[src/rtl/serial_adder.sv]
// rtl/serial_adder.sv - bit-serial LSB-first adder built from two half adders and a carry flop
//
// Ports:
//   clk    rising-edge clock
//   rst    synchronous active-high reset
//   start  request, sampled only in IDLE
//   A, B   WIDTH-bit operands, captured on the accepting edge
//   cin    carry-in, captured on the accepting edge
//   busy   high while bits are being shifted (state == SHIFT)
//   done   one-cycle pulse, sum/carry just updated
//   sum    registered WIDTH-bit result, held between completions
//   carry  registered carry-out, held between completions

module serial_adder #(
  parameter int WIDTH = 8
) (
  input  logic             clk,
  input  logic             rst,
  input  logic             start,
  input  logic [WIDTH-1:0] A,
  input  logic [WIDTH-1:0] B,
  input  logic             cin,
  output logic             busy,
  output logic             done,
  output logic [WIDTH-1:0] sum,
  output logic             carry
);

  localparam int CW = $clog2(WIDTH);

  typedef enum logic {IDLE, SHIFT} state_t;

  state_t           state;
  logic [WIDTH-1:0] ra;
  logic [WIDTH-1:0] rb;
  logic [WIDTH-1:0] ps;
  logic             c;
  logic [CW-1:0]    cnt;

  // Full add of the current LSB from two half-adder stages.
  logic h1, g1, s, g2, cnext;

  always_comb begin
    h1    = ra[0] ^ rb[0];
    g1    = ra[0] & rb[0];
    s     = h1 ^ c;
    g2    = h1 & c;
    cnext = g1 | g2;
  end

  assign busy = (state == SHIFT);

  always_ff @(posedge clk) begin
    if (rst) begin
      state <= IDLE;
      ra    <= '0;
      rb    <= '0;
      ps    <= '0;
      c     <= 1'b0;
      cnt   <= '0;
      done  <= 1'b0;
      sum   <= '0;
      carry <= 1'b0;
    end else begin
      done <= 1'b0;
      case (state)
        IDLE: begin
          if (start) begin
            ra    <= A;
            rb    <= B;
            c     <= cin;
            ps    <= '0;
            cnt   <= '0;
            state <= SHIFT;
          end
        end
        SHIFT: begin
          c   <= cnext;
          // New result bit enters at the MSB so after WIDTH shifts bit 0 lines up.
          ps  <= {s, ps[WIDTH-1:1]};
          ra  <= ra >> 1;
          rb  <= rb >> 1;
          cnt <= cnt + CW'(1);
          if (cnt == CW'(WIDTH - 1)) begin
            sum   <= {s, ps[WIDTH-1:1]};
            carry <= cnext;
            done  <= 1'b1;
            state <= IDLE;
          end
        end
        default: state <= IDLE;
      endcase
    end
  end

endmodule

[config.mk]
export PLATFORM = sky130hd
export DESIGN_NAME = serial_adder
export DESIGN_NICKNAME = d
export VERILOG_FILES = /design/src/rtl/serial_adder.sv
export SDC_FILE = /design/constraint.sdc
export NUM_CORES = 1
export LEC_CHECK = 0
export CORE_MARGIN = 5
export CORE_UTILIZATION = 55
export DETAILED_ROUTE_END_ITERATION = 8
export PLACE_DENSITY = 0.83
export SLEW_MARGIN = 30
export SYNTH_ARGS = -nofsm -noshare
export SYNTH_HDL_FRONTEND = slang
export SYNTH_SLANG_ARGS = --single-unit
[constraint.sdc]
create_clock -name clk -period 3.45 [get_ports clk]
set_clock_uncertainty 0.05 [all_clocks]
set_input_delay 0.5175 -clock clk [delete_from_list [all_inputs] [get_ports clk]]
set_output_delay 0.5175 -clock clk [all_outputs]
set_load 0.02 [all_outputs]
==> results.sh <==
export IMPL_yosysSeqAreaShare_pct=45.54
export IMPL_hold_class="reg -> reg"
export IMPL_arrival_ps=2100
export IMPL_start_util_pct=56.09
export IMPL_num_antenna_cells=0
export IMPL_grtUsageTotal_pct=16.70
export IMPL_ir_worst_vdd_mv=0.3142
export IMPL_drv_slew=0
export IMPL_synth_avg_cell_area_um2=9.943
export IMPL_antenna_left=0
export IMPL_worst_setup_path_end_kind="register"
export IMPL_post_synth_instance_area_mm2=0.001670
export IMPL_crit_type="in -> reg"
export IMPL_routedWlPerCell_um=13.71
export IMPL_cts_made_buffers=5
export IMPL_use_met2_pct=27.46
export IMPL_synth_ff_type="dfxtp_1"
export IMPL_synth_edf_count=0
export IMPL_cts_htree_levels=2
export IMPL_cts_root_buf="clkbuf_4"
export IMPL_layout_drive_gt1_share_pct=9.375
export IMPL_synth_top_area_share_pct=45.54
export IMPL_hold_viol_final=0
export IMPL_synth_nets=191
export IMPL_max_freq_mhz=512.6
export IMPL_clk_insertion_delay_late_ps=340
export IMPL_wirelength_mm=3.085
export IMPL_yosysMostFrequentCell="dfxtp_1"
export IMPL_finalCritPeriodShare_pct=56.54
export IMPL_drtIter0Drc=74
export IMPL_portBuffers=30
export IMPL_core_area_mm2=0.002978
export IMPL_crit_fanout=18
export IMPL_rr_startpoint="busy"
export IMPL_grt_pass1_wl_mm=5.513
export IMPL_dp_cells=218
export IMPL_dr_pass1_iters=4
export IMPL_holdBufCountCts=0
export IMPL_rsz0062_at_grt="false"
export IMPL_grt_pass1_vias=1261
export IMPL_tns_ps=0
export IMPL_min_period_ps=1951
export IMPL_grt_use_met1_pct=19.27
export IMPL_vias=1251
export IMPL_power_leakage_nw=0.7419
export IMPL_required_ps=3600
export IMPL_hp_start="ps[5]"
export IMPL_relSlewSlack_pct=51.71
export IMPL_start_kind="input port"
export IMPL_drv_cap=0
export IMPL_hold_end="ps[4]"
export IMPL_clk_pin_slew_ps=100
export IMPL_cts_tree="built"
export IMPL_hold_slack_ps=418.4
export IMPL_synth_area_leaders="dfxtp_1 (46%), mux2i_1 (10%), a211oi_1 (7.2%), nor2b_1 (5.6%), a21bo_2 (5.4%)"
export IMPL_postCtsSetupRepairBufs=0
export IMPL_instances_no_fill=225
export IMPL_antenna_found_initial=0
export IMPL_r2r_slack_ps=1850
export IMPL_cts_sinks=38
export IMPL_post_cts_resized=0
export IMPL_p_per_area_mw_per_mm2=392.6
export IMPL_synthTopCellsByCount="dfxtp_1 (38), a21oi_1 (18), mux2i_1 (17)"
export IMPL_final_setup_viol_count=0
export IMPL_hold_depth=2
export IMPL_drcViolationCount=0
export IMPL_synth_cells=168
export IMPL_top_usage_layer="met2"
export IMPL_dieWidth_um=65.11
export IMPL_grt_overflow=0
export IMPL_worstMarginPinSlew_ps=722.0
export IMPL_placed_area_mm2=0.001941
export IMPL_viasPerCell=5.560
export IMPL_num_io_pins=31
export IMPL_dieArea_mm2=0.004239
export IMPL_yosys_warnings=0
export IMPL_synthArstFlopShare_pct=0
export IMPL_grt_max_degree=60
export IMPL_postLayoutCellArea_mm2=0.001986
export IMPL_gp_congestion=0.7331
export IMPL_yosys_area_top_type="dfxtp_1"
export IMPL_ys_ff_latch=38
export IMPL_chipHeight_um=65.11
export IMPL_postLayoutCoreUtil_pct=66.68
export IMPL_clockBufferDepth=2
export IMPL_fin_nets=215
export IMPL_rows=20
export IMPL_r2r_cells=3
export IMPL_ys_types=21
export IMPL_dp_hpwl_mm=2.044
export IMPL_met3_usage_pct=7.179
export IMPL_area_growth_pct=18.88
export IMPL_status="complete, no violations"
export IMPL_reg2reg_to="ra[4]"
-- per-stage QoR --
step	worst slack [ps]	power, mW
CTS	1467	0.7867
global route	1375	0.8258
finish	1499	0.7796
detailed placement	1107	0.5796
floorplan	2088	0.5465
global placement	1174	0.5753
-- critical path, stage by stage --
cell and delay (ps):
clkdlybuf4s50_1 930, buf_4 340, mux2i_1 210, a211oi_1 90
-- layout make-up --
class                   instances  area [um^2]
repair buffers                 33        322.8
inverters                       1        3.754
well taps                      33        41.29
clock buffers                   7        45.04
multi-input cells             113        812.0
fillers                       257        992.2
flip-flops and latches         38        760.7
-- flip-flops by register name, summed over array words and instances (netlist names) --
name,cells
ra,8
c,1
cnt,3
done,1
sum,8
rb,8
busy,1
ps,7
carry,1
-- routing by layer --
metal	part of all wire [%]	up-vias	wire (um)
met2	50	25	1532
met3	4.8	7	148
met5	0	-	0
li1	-	649	-
met4	1.8	0	55
met1	44	570	1349
-- kinds of logic (layout without fill, tap and decap cells) --
logic type	after synthesis	in the layout	share of synthesized area, %
AND/OR/NAND/NOR	49	49	17.23
AO/OA/AOI/OAI	44	44	18.50
flip-flops	38	38	45.54
multiplexers	17	17	10.19
buffers and inverters	17	41	5.842
adder cells (fa/ha/maj)	3	3	2.696
-- cells in the final DEF (no fill, tap or decap) --
cell and count:
nand3_1 9, or3b_1 10, ha_1 2, nor2_1 2, fa_1 1, a21bo_2 9
clkbuf_4 5, clkbuf_1 2, nor2b_1 15, nand2b_1 1, a21oi_1 18, inv_1 1
a211oi_1 16, buf_4 3, a21oi_2 1, clkdlybuf4s50_1 30, nor3_1 2, mux2i_1 17
dfxtp_1 38, nand2_1 10
-- report_power, final --
group | leakage, nW | internal, mW | switching [mW]
registers | 0.311 | 0.458 | 0.0110
clock network | 0.0254 | 0.0769 | 0.134
logic | 0.406 | 0.0511 | 0.0485
total | 0.742 | 0.586 | 0.193
-- worst max path at each step --
stage                     start     to  slack (ps)  cells past startpoint
after floorplan           start  ps[2]        2090                      4
after global placement    start  ra[4]        1170                      4
after detailed placement  start  ra[3]        1110                      4
after CTS                 start  ra[3]        1470                      4
after global routing      start  ra[3]        1380                      4
final                     start  ra[3]        1500                      4
Note: power is estimated with default switching activity, not from simulation.
